[config.mk]
export PLATFORM = sky130hd
export DESIGN_NAME = hall_velocity_estimator_flat
export DESIGN_NICKNAME = d
export VERILOG_FILES = /design/src/rtl/bldc_pkg.sv /design/src/rtl/hall_velocity_estimator_if.sv /design/src/rtl/serial_divider.sv /design/src/rtl/hall_velocity_estimator.sv /design/src/flat_wrapper.sv
export SDC_FILE = /design/constraint.sdc
export NUM_CORES = 1
export LEC_CHECK = 0
export CORE_ASPECT_RATIO = 1.1
export CORE_MARGIN = 5
export CORE_UTILIZATION = 65
export CTS_BUF_LIST = sky130_fd_sc_hd__clkbuf_8
export DETAILED_ROUTE_END_ITERATION = 10
export GPL_ROUTABILITY_DRIVEN = 0
export PLACE_DENSITY = 0.85
export SLEW_MARGIN = 40
export SYNTH_ARGS = -nofsm -noshare
export SYNTH_HDL_FRONTEND = slang
export SYNTH_SLANG_ARGS = --single-unit
[constraint.sdc]
create_clock -name i_clk -period 5.4 [get_ports i_clk]
set_clock_uncertainty 0.2 [all_clocks]
set_input_delay 1.08 -clock i_clk [delete_from_list [all_inputs] [get_ports i_clk]]
set_output_delay 1.08 -clock i_clk [all_outputs]
set_load 0.05 [all_outputs]
[src/rtl/bldc_pkg.sv]
// Purpose : shared hall-sensor constants, forward-successor helper and state enums.
// Latency : n/a (types and pure functions only).
// Backpres: n/a.
package bldc_pkg;

  // Legal hall codes {C,B,A}, listed in forward commutation order.
  localparam logic [2:0] HALL_A    = 3'b001;
  localparam logic [2:0] HALL_AB   = 3'b011;
  localparam logic [2:0] HALL_B    = 3'b010;
  localparam logic [2:0] HALL_BC   = 3'b110;
  localparam logic [2:0] HALL_C    = 3'b100;
  localparam logic [2:0] HALL_CA   = 3'b101;
  // Codes a healthy sensor set never produces.
  localparam logic [2:0] HALL_NONE = 3'b000;
  localparam logic [2:0] HALL_ALL  = 3'b111;

  typedef enum logic {DIR_REV = 1'b0, DIR_FWD = 1'b1} dir_t;
  typedef enum logic {UNARMED, RUN} est_state_t;
  typedef enum logic [1:0] {IDLE, BUSY, DONE} div_state_t;

  // Next state in the forward sequence; illegal codes map to HALL_NONE.
  function automatic logic [2:0] hall_fwd_next(input logic [2:0] s);
    logic [2:0] n;
    case (s)
      HALL_A:  n = HALL_AB;
      HALL_AB: n = HALL_B;
      HALL_B:  n = HALL_BC;
      HALL_BC: n = HALL_C;
      HALL_C:  n = HALL_CA;
      HALL_CA: n = HALL_A;
      default: n = HALL_NONE;
    endcase
    return n;
  endfunction

  function automatic logic hall_legal(input logic [2:0] s);
    return (s != HALL_NONE) && (s != HALL_ALL);
  endfunction

endpackage

[src/rtl/hall_velocity_estimator_if.sv]
// Purpose : bundles hall pins and velocity results between the pins/filter side and the estimator.
// Latency : n/a (wiring only).
// Backpres: none; results are strobed, the consumer must take them on velocity_valid.
// Ports   : hall (to estimator), raw_velocity/velocity_valid/direction/hall_fault/overrun (from it).
interface hall_velocity_estimator_if #(
  parameter int OUT_WIDTH = 16
);
  logic [2:0]           hall;
  logic [OUT_WIDTH-1:0] raw_velocity;
  logic                 velocity_valid;
  logic                 direction;
  logic                 hall_fault;
  logic                 overrun;

  modport master (
    output hall,
    input  raw_velocity, velocity_valid, direction, hall_fault, overrun
  );

  modport slave (
    input  hall,
    output raw_velocity, velocity_valid, direction, hall_fault, overrun
  );
endinterface

[src/rtl/serial_divider.sv]
// Purpose : restoring unsigned divider, one quotient bit per cycle, abortable.
// Latency : start -> BUSY for NUM_WIDTH cycles -> DONE for one cycle (quotient valid in DONE).
// Backpres: start is accepted only in IDLE or DONE; o_busy covers BUSY and DONE.
// Ports   : i_clk, i_rst_n, i_start, i_dividend, i_divisor, i_abort / o_busy, o_done, o_quotient.
module serial_divider
  import bldc_pkg::*;
#(
  parameter int NUM_WIDTH    = 32,
  parameter int PERIOD_WIDTH = 24
) (
  input  logic                    i_clk,
  input  logic                    i_rst_n,
  input  logic                    i_start,
  input  logic [NUM_WIDTH-1:0]    i_dividend,
  input  logic [PERIOD_WIDTH-1:0] i_divisor,
  input  logic                    i_abort,
  output logic                    o_busy,
  output logic                    o_done,
  output logic [NUM_WIDTH-1:0]    o_quotient
);
  localparam int CW = $clog2(NUM_WIDTH);
  localparam logic [CW-1:0] LAST = CW'(NUM_WIDTH - 1);

  div_state_t              r_state, w_state_nxt;
  logic [CW-1:0]           r_cnt;
  logic [NUM_WIDTH-1:0]    r_quo;   // dividend bits shift out the top, quotient bits shift in
  logic [PERIOD_WIDTH-1:0] r_rem;
  logic [PERIOD_WIDTH-1:0] r_div;
  logic [PERIOD_WIDTH:0]   w_rem_sh;
  logic [PERIOD_WIDTH:0]   w_diff;
  logic                    w_ge;
  logic                    w_load;

  // Remainder is always < divisor, so the shifted value fits PERIOD_WIDTH+1 bits and the
  // top bit of the difference is a clean borrow flag.
  assign w_rem_sh = {r_rem, r_quo[NUM_WIDTH-1]};
  assign w_diff   = w_rem_sh - {1'b0, r_div};
  assign w_ge     = ~w_diff[PERIOD_WIDTH];

  always_comb begin
    w_state_nxt = r_state;
    w_load      = 1'b0;
    if (i_abort) begin
      w_state_nxt = IDLE;
    end else begin
      unique case (r_state)
        IDLE: if (i_start) begin
          w_state_nxt = BUSY;
          w_load      = 1'b1;
        end
        BUSY: if (r_cnt == LAST) w_state_nxt = DONE;
        DONE: if (i_start) begin
          w_state_nxt = BUSY;
          w_load      = 1'b1;
        end else begin
          w_state_nxt = IDLE;
        end
        default: w_state_nxt = IDLE;
      endcase
    end
  end

  always_ff @(posedge i_clk or negedge i_rst_n) begin
    if (!i_rst_n) begin
      r_state <= IDLE;
      r_cnt   <= '0;
      r_quo   <= '0;
      r_rem   <= '0;
      r_div   <= '0;
    end else begin
      r_state <= w_state_nxt;
      if (w_load) begin
        r_quo <= i_dividend;
        r_rem <= '0;
        r_div <= i_divisor;
        r_cnt <= '0;
      end else if (r_state == BUSY) begin
        r_quo <= {r_quo[NUM_WIDTH-2:0], w_ge};
        r_rem <= w_ge ? w_diff[PERIOD_WIDTH-1:0] : w_rem_sh[PERIOD_WIDTH-1:0];
        r_cnt <= r_cnt + CW'(1);
      end
    end
  end

  assign o_busy     = (r_state != IDLE);
  assign o_done     = (r_state == DONE);
  assign o_quotient = r_quo;

endmodule

[src/rtl/hall_velocity_estimator.sv]
// Purpose : hall step detection, step-period measurement and VEL_NUM/period velocity estimate.
// Latency : pin change -> step strobe 3 cycles; step strobe -> velocity_valid NUM_WIDTH+1 cycles.
// Backpres: none; a step during a division parks in a one-entry slot (latest wins) and pulses overrun.
// Ports   : i_clk, i_reset_n (async, active low), bus (slave: hall in; velocity/status out).
module hall_velocity_estimator
  import bldc_pkg::*;
#(
  parameter int                      PERIOD_WIDTH   = 24,
  parameter int                      NUM_WIDTH      = 32,
  parameter logic [NUM_WIDTH-1:0]    VEL_NUM        = 32'd50000000,
  parameter int                      OUT_WIDTH      = 16,
  parameter logic [PERIOD_WIDTH-1:0] TIMEOUT_CYCLES = 24'd2000000
) (
  input  logic                     i_clk,
  input  logic                     i_reset_n,
  hall_velocity_estimator_if.slave bus
);
  localparam logic [PERIOD_WIDTH-1:0] TMO_LAST = TIMEOUT_CYCLES - PERIOD_WIDTH'(1);

  logic [2:0]              r_sync1, r_sync2, r_prev;
  logic                    r_step, r_fault, r_ovr;
  dir_t                    r_dir;
  est_state_t              r_est, w_est_nxt;
  logic [PERIOD_WIDTH-1:0] r_cnt, w_cnt_nxt, w_period;
  logic                    r_pend_vld, w_pend_vld_nxt;
  logic [PERIOD_WIDTH-1:0] r_pend, w_pend_nxt;
  logic                    w_div_start, w_div_busy, w_div_done;
  logic [PERIOD_WIDTH-1:0] w_div_divisor;
  logic [NUM_WIDTH-1:0]    w_quo;
  logic [OUT_WIDTH-1:0]    r_vel, w_sat, w_raw;
  logic                    w_change, w_both_legal, w_fwd, w_rev, w_fault;
  logic                    w_tmo, w_run_step;

  // A change is only a step when both ends are legal and adjacent. Leaving a legal state for an
  // illegal or non-adjacent one is a fault; leaving an illegal state just re-seeds r_prev.
  assign w_change     = (r_sync2 != r_prev);
  assign w_both_legal = hall_legal(r_sync2) && hall_legal(r_prev);
  assign w_fwd        = w_change && w_both_legal && (r_sync2 == hall_fwd_next(r_prev));
  assign w_rev        = w_change && w_both_legal && (r_prev == hall_fwd_next(r_sync2));
  assign w_fault      = w_change && hall_legal(r_prev) && !(w_fwd || w_rev);

  always_ff @(posedge i_clk or negedge i_reset_n) begin
    if (!i_reset_n) begin
      r_sync1 <= '0;
      r_sync2 <= '0;
      r_prev  <= '0;
      r_step  <= 1'b0;
      r_fault <= 1'b0;
      r_dir   <= DIR_REV;
    end else begin
      r_sync1 <= bus.hall;
      r_sync2 <= r_sync1;
      r_prev  <= r_sync2;
      r_step  <= w_fwd || w_rev;
      r_fault <= w_fault;
      if (w_fwd || w_rev) r_dir <= w_fwd ? DIR_FWD : DIR_REV;
    end
  end

  // Counter holds cycles since the last strobe minus one, so period = counter + 1.
  assign w_period   = (&r_cnt) ? r_cnt : r_cnt + PERIOD_WIDTH'(1);
  assign w_run_step = r_step && (r_est == RUN);

  always_comb begin
    w_est_nxt = r_est;
    w_cnt_nxt = r_cnt;
    w_tmo     = 1'b0;
    unique case (r_est)
      UNARMED: begin
        w_cnt_nxt = '0;
        if (r_step) w_est_nxt = RUN;
      end
      RUN: begin
        if (r_step) begin
          w_cnt_nxt = '0;
        end else if (r_cnt == TMO_LAST) begin
          w_tmo     = 1'b1;
          w_est_nxt = UNARMED;
          w_cnt_nxt = '0;
        end else if (!(&r_cnt)) begin
          w_cnt_nxt = r_cnt + PERIOD_WIDTH'(1);
        end
      end
      default: w_est_nxt = UNARMED;
    endcase
  end

  // Divider feed: a free divider takes the step directly (or the parked period); in its DONE cycle
  // it chains straight into the parked period, and any step arriving while busy is parked.
  always_comb begin
    w_div_start    = 1'b0;
    w_div_divisor  = w_period;
    w_pend_vld_nxt = r_pend_vld;
    w_pend_nxt     = r_pend;
    if (w_tmo) begin
      w_pend_vld_nxt = 1'b0;
    end else if (!w_div_busy) begin
      if (w_run_step) begin
        w_div_start    = 1'b1;
        w_pend_vld_nxt = 1'b0;
      end else if (r_pend_vld) begin
        w_div_start    = 1'b1;
        w_div_divisor  = r_pend;
        w_pend_vld_nxt = 1'b0;
      end
    end else begin
      if (w_div_done && r_pend_vld) begin
        w_div_start    = 1'b1;
        w_div_divisor  = r_pend;
        w_pend_vld_nxt = 1'b0;
      end
      if (w_run_step) begin
        w_pend_vld_nxt = 1'b1;
        w_pend_nxt     = w_period;
      end
    end
  end

  serial_divider #(
    .NUM_WIDTH    (NUM_WIDTH),
    .PERIOD_WIDTH (PERIOD_WIDTH)
  ) u_div (
    .i_clk      (i_clk),
    .i_rst_n    (i_reset_n),
    .i_start    (w_div_start),
    .i_dividend (VEL_NUM),
    .i_divisor  (w_div_divisor),
    .i_abort    (w_tmo),
    .o_busy     (w_div_busy),
    .o_done     (w_div_done),
    .o_quotient (w_quo)
  );

  assign w_sat = (|w_quo[NUM_WIDTH-1:OUT_WIDTH]) ? '1 : w_quo[OUT_WIDTH-1:0];
  // Results appear in the strobe cycle itself; r_vel keeps the value between strobes.
  assign w_raw = w_tmo ? '0 : (w_div_done ? w_sat : r_vel);

  always_ff @(posedge i_clk or negedge i_reset_n) begin
    if (!i_reset_n) begin
      r_est      <= UNARMED;
      r_cnt      <= '0;
      r_pend_vld <= 1'b0;
      r_pend     <= '0;
      r_vel      <= '0;
      r_ovr      <= 1'b0;
    end else begin
      r_est      <= w_est_nxt;
      r_cnt      <= w_cnt_nxt;
      r_pend_vld <= w_pend_vld_nxt;
      r_pend     <= w_pend_nxt;
      r_vel      <= w_raw;
      r_ovr      <= w_run_step && w_div_busy;
    end
  end

  assign bus.raw_velocity   = w_raw;
  assign bus.velocity_valid = w_tmo || w_div_done;
  assign bus.direction      = r_dir;
  assign bus.hall_fault     = r_fault;
  assign bus.overrun        = r_ovr;

endmodule
[src/flat_wrapper.sv]
// flat-port wrapper written by rule: the top's interface ports become plain ports
module hall_velocity_estimator_flat import bldc_pkg::*;
#(
  parameter int                      PERIOD_WIDTH   = 24,
  parameter int                      NUM_WIDTH      = 32,
  parameter logic [NUM_WIDTH-1:0]    VEL_NUM        = 32'd50000000,
  parameter int                      OUT_WIDTH      = 16,
  parameter logic [PERIOD_WIDTH-1:0] TIMEOUT_CYCLES = 24'd2000000
)
  (i_clk, i_reset_n, bus_hall, bus_raw_velocity, bus_velocity_valid, bus_direction, bus_hall_fault, bus_overrun);
  hall_velocity_estimator_if #(.OUT_WIDTH(OUT_WIDTH)) bus_i ();
  input  logic i_clk;
  input  logic i_reset_n;
  input wire logic [$bits(bus_i.hall)-1:0] bus_hall;
  output wire logic [$bits(bus_i.raw_velocity)-1:0] bus_raw_velocity;
  output wire logic [$bits(bus_i.velocity_valid)-1:0] bus_velocity_valid;
  output wire logic [$bits(bus_i.direction)-1:0] bus_direction;
  output wire logic [$bits(bus_i.hall_fault)-1:0] bus_hall_fault;
  output wire logic [$bits(bus_i.overrun)-1:0] bus_overrun;
  assign bus_i.hall = bus_hall;
  assign bus_raw_velocity = bus_i.raw_velocity;
  assign bus_velocity_valid = bus_i.velocity_valid;
  assign bus_direction = bus_i.direction;
  assign bus_hall_fault = bus_i.hall_fault;
  assign bus_overrun = bus_i.overrun;
  hall_velocity_estimator #(.PERIOD_WIDTH(PERIOD_WIDTH), .NUM_WIDTH(NUM_WIDTH), .VEL_NUM(VEL_NUM), .OUT_WIDTH(OUT_WIDTH), .TIMEOUT_CYCLES(TIMEOUT_CYCLES)) u_core (.i_clk(i_clk), .i_reset_n(i_reset_n), .bus(bus_i));
endmodule
==> implementation parameters <==
Parameter                              Value

Detailed routing
  Drt via density    6.14
  Count of vias placed by the detailed router    6,943
  Number of remaining DRC errors    0
  Average detailed-routed wire length per instance    16.3 um
  Violation count after the first detailed-route iteration    631
  Pre-antenna DRT Iters    5
  Final ANT Viol Nets    0
  Routed WL    18.5 mm

Setup path
  Cell with the largest stage delay on the worst path    sky130_fd_sc_hd__clkdlybuf4s50_1
  CP peak stage delay    0.79 ns
  Top fanout value on the critical path    19
  Crit path capture type    output pin
  Worst path arrival time    3.18 ns
  Worst EP required    4.12 ns
  Worst setup SP type    register
  Series of cell instances along the critical path    or4_1 > nor3_1 > nand4_1 > nor3_2 > buf_4 > or2_2 > clkdlybuf4s50_1
  Path depth of the worst reg2reg path    12
  Category of the critical setup timing path    register to output pin

Global route
  Wire length of the first global-routing pass    32.2 mm
  Global-route total usage across every layer    25.3%
  Number of antenna violations at the first check in global routing    0
  Met2 Resource Use GR    42.0%
  GRT met3 Usage    4.98%
  Final global-route overflow total    0
  Largest net degree at the start of global routing    110
  GR Util met1    34.2%
  Via count of the first global-routing pass    6,701
  Most used routing layer in global routing    met2

Clock tree
  Hold-fix buffer count after cts    0
  Clock-pin transition on the worst setup and hold timing paths    0.09 ns
  CTS resizes    0
  Number of clock sinks    166
  Cell chosen for the clock root    sky130_fd_sc_hd__clkbuf_8
  Number of H-tree levels    4
  Postcts setup bufs    0
  TritonCTS clock tree    done
  Clock latency on the worst-skew pair    0.47 ns
  Buffer levels on the longest clock path    2
  Number of buffers inserted during clock tree synthesis    17

Floorplan
  Die outline height    130 um
  Count of standard-cell rows    44
  Area of the die    15,500 um2
  Number of top-level pins    25
  Core footprint    13,000 um2
  Width of the die    119 um
  Initial core utilization    65.5%

STA
  Final setup vio count    0
  Peak clock frequency supported by timing    224 MHz
  Final sum of negative setup slack    0 ns
  Period Utilization, post-route    82.6%
  Setup repair after global routing missed its margin    no
  Worst slew pin tran    0.843 ns
  Clock period minus final worst setup slack    4.46 ns
  Number of max-slew violations in the final report    0
  Final hold violation count    0
  Worst-case headroom to the max-slew limit    43.3%

Status
  Run status    complete, no violations

Finish
  Leading cell type in the layout, fill and taps excluded    sky130_fd_sc_hd__dfrtp_1
  Layout cells sized above 1    6.60%
  Number of diodes added for antenna fixing    0
  Leading cell types in the layout, fill and taps excluded    sky130_fd_sc_hd__dfrtp_1, sky130_fd_sc_hd__nand2_1, sky130_fd_sc_hd__nor2_1
  NumNets Final    991
  Layout Area Growth over Synthesis    8.77%
  Final core utilization    71.2%

Synth
  Most used flip-flop cell after synthesis    sky130_fd_sc_hd__dfrtp_1
  Share of synthesized area occupied by flip-flops and latches    48.6%
  Combined area of all synthesized cells    8540 um2
  Number of enable flip-flop cells after synthesis    0
  FF+latch count, synth    166
  Warnings, synthesis    0
  Net count of the mapped netlist    988
  Synth unique cells    59
  Mapped Cells    955
  Mean instance size in the synthesized netlist    8.94 um2
  Share of synthesized registers carrying an async set or reset    100%

Min path
  Hold WC Path Type    register to register
  Number of instances on the worst hold path    0

Run
  Reported max-cap violation count    0

Power and ir drop
  Standby leakage power    4.08 nW
  IR drop worst, VDD    278 uV
  Pwr Density    605 nW/um2

Placement
  IO buf count    24
  Total half-perimeter wirelength after legalization and detailed placement    12.6 mm
==> state kept, by name, indices dropped and copies added, names as in the netlist, 2 cells and up <==
name and count:
u_core.r_cnt 24, u_core.r_sync1 3, u_core.r_prev 3, u_core.u_div.r_cnt 5, u_core.u_div.o_quotient 32, u_core.r_sync2 3
u_core.u_div.r_state 2, u_core.u_div.r_div 24, u_core.r_pend 24, u_core.r_vel 16, u_core.u_div.r_rem 24
==> report_power, final <==
part / internal (mW) / leakage (nW) / switching (mW)
Sequential: 1.61 / 2.13 / 0.280
Clock: 0.366 / 0.180 / 0.469
Combinational: 1.13 / 1.76 / 1.76
==> per-stage QoR <==
step	area [um2]	hold WS [ns]	cells	total power [mW]	setup slack, ns
floorplan	8540	0.131	955	4.12	1.67
global placement	8880	0.134	1097	4.65	1.48
detailed placement	8890	0.139	1099	4.78	1.45
CTS	9260	0.159	1130	5.60	0.940
global route	9290	0.177	1131	6.11	0.775
finish	9290	0.154	1131	5.62	0.942
==> Yosys cell counts (23+ instances only) <==
library cell / count / area (um2)
sky130_fd_sc_hd__dfrtp_1: 166 / 4150
sky130_fd_sc_hd__nand2_1: 128 / 480
sky130_fd_sc_hd__nor2_1: 113 / 424
sky130_fd_sc_hd__o21ai_0: 83 / 415
sky130_fd_sc_hd__a21oi_1: 46 / 230
sky130_fd_sc_hd__clkbuf_1: 45 / 169
sky130_fd_sc_hd__nand3_1: 39 / 195
sky130_fd_sc_hd__inv_1: 35 / 131
sky130_fd_sc_hd__nor3_1: 35 / 175
sky130_fd_sc_hd__ha_1: 27 / 338
sky130_fd_sc_hd__o211ai_1: 25 / 188
sky130_fd_sc_hd__xnor2_1: 23 / 201
==> kinds of logic (layout without fill, tap and decap cells) <==
family                     count (synthesis)  in the layout  synth area share (%)
AOI/OAI and AO/OA                        231            231                  17.0
and+or+nand+nor                          396            396                  21.5
buffers and inverters                     89            104                  3.98
DFF                                      166            166                  48.6
adders and majority gates                 28             28                  4.19
xor gates and xnor gates                  40             40                  4.10
muxes                                      5              5                 0.586
==> path summary, 6_finish.rpt <==
path / from / endpoint / slack [ns]
min reg2reg: u_core.r_sync1[2]$_DFF_PN0_ / u_core.r_sync2[2]$_DFF_PN0_ / 0.15
max reg2reg: u_core.u_div.o_quotient[31]$_DFFE_PN0P_ / u_core.u_div.r_rem[6]$_DFFE_PN0P_ / 1.67
max: u_core.r_cnt[11]$_DFF_PN0_ / bus_velocity_valid / 0.94
min in group asynchronous: i_reset_n / u_core.u_div.r_rem[21]$_DFFE_PN0P_ / 0.28
min: u_core.r_sync1[2]$_DFF_PN0_ / u_core.r_sync2[2]$_DFF_PN0_ / 0.15
max in group asynchronous: i_reset_n / u_core.r_pend[7]$_DFFE_PN0P_ / 3.68
==> per-layer routing <==
metal	routed length, um	share of wire [%]
met5	0	0
met4	385	2.1
met3	1030	5.6
met2	8880	48
met1	8190	44
==> cell type report <==
cell class / count / area (um2)
well taps: 161 / 201
clock inverters: 14 / 128
fillers: 998 / 3760
repair buffers: 38 / 365
clock buffers: 17 / 234
multi-input cells: 700 / 4080
inverters: 35 / 131
flip-flops and latches: 166 / 4150
==> worst max-delay path, delay by kind of cell, from the launching register on <==
family | cells | cell delay (ns)
buf+inv | 2 | 1.05
flops | 1 | 0.43
simple gates | 5 | 1.22
(Power assumes the default switching activity.)
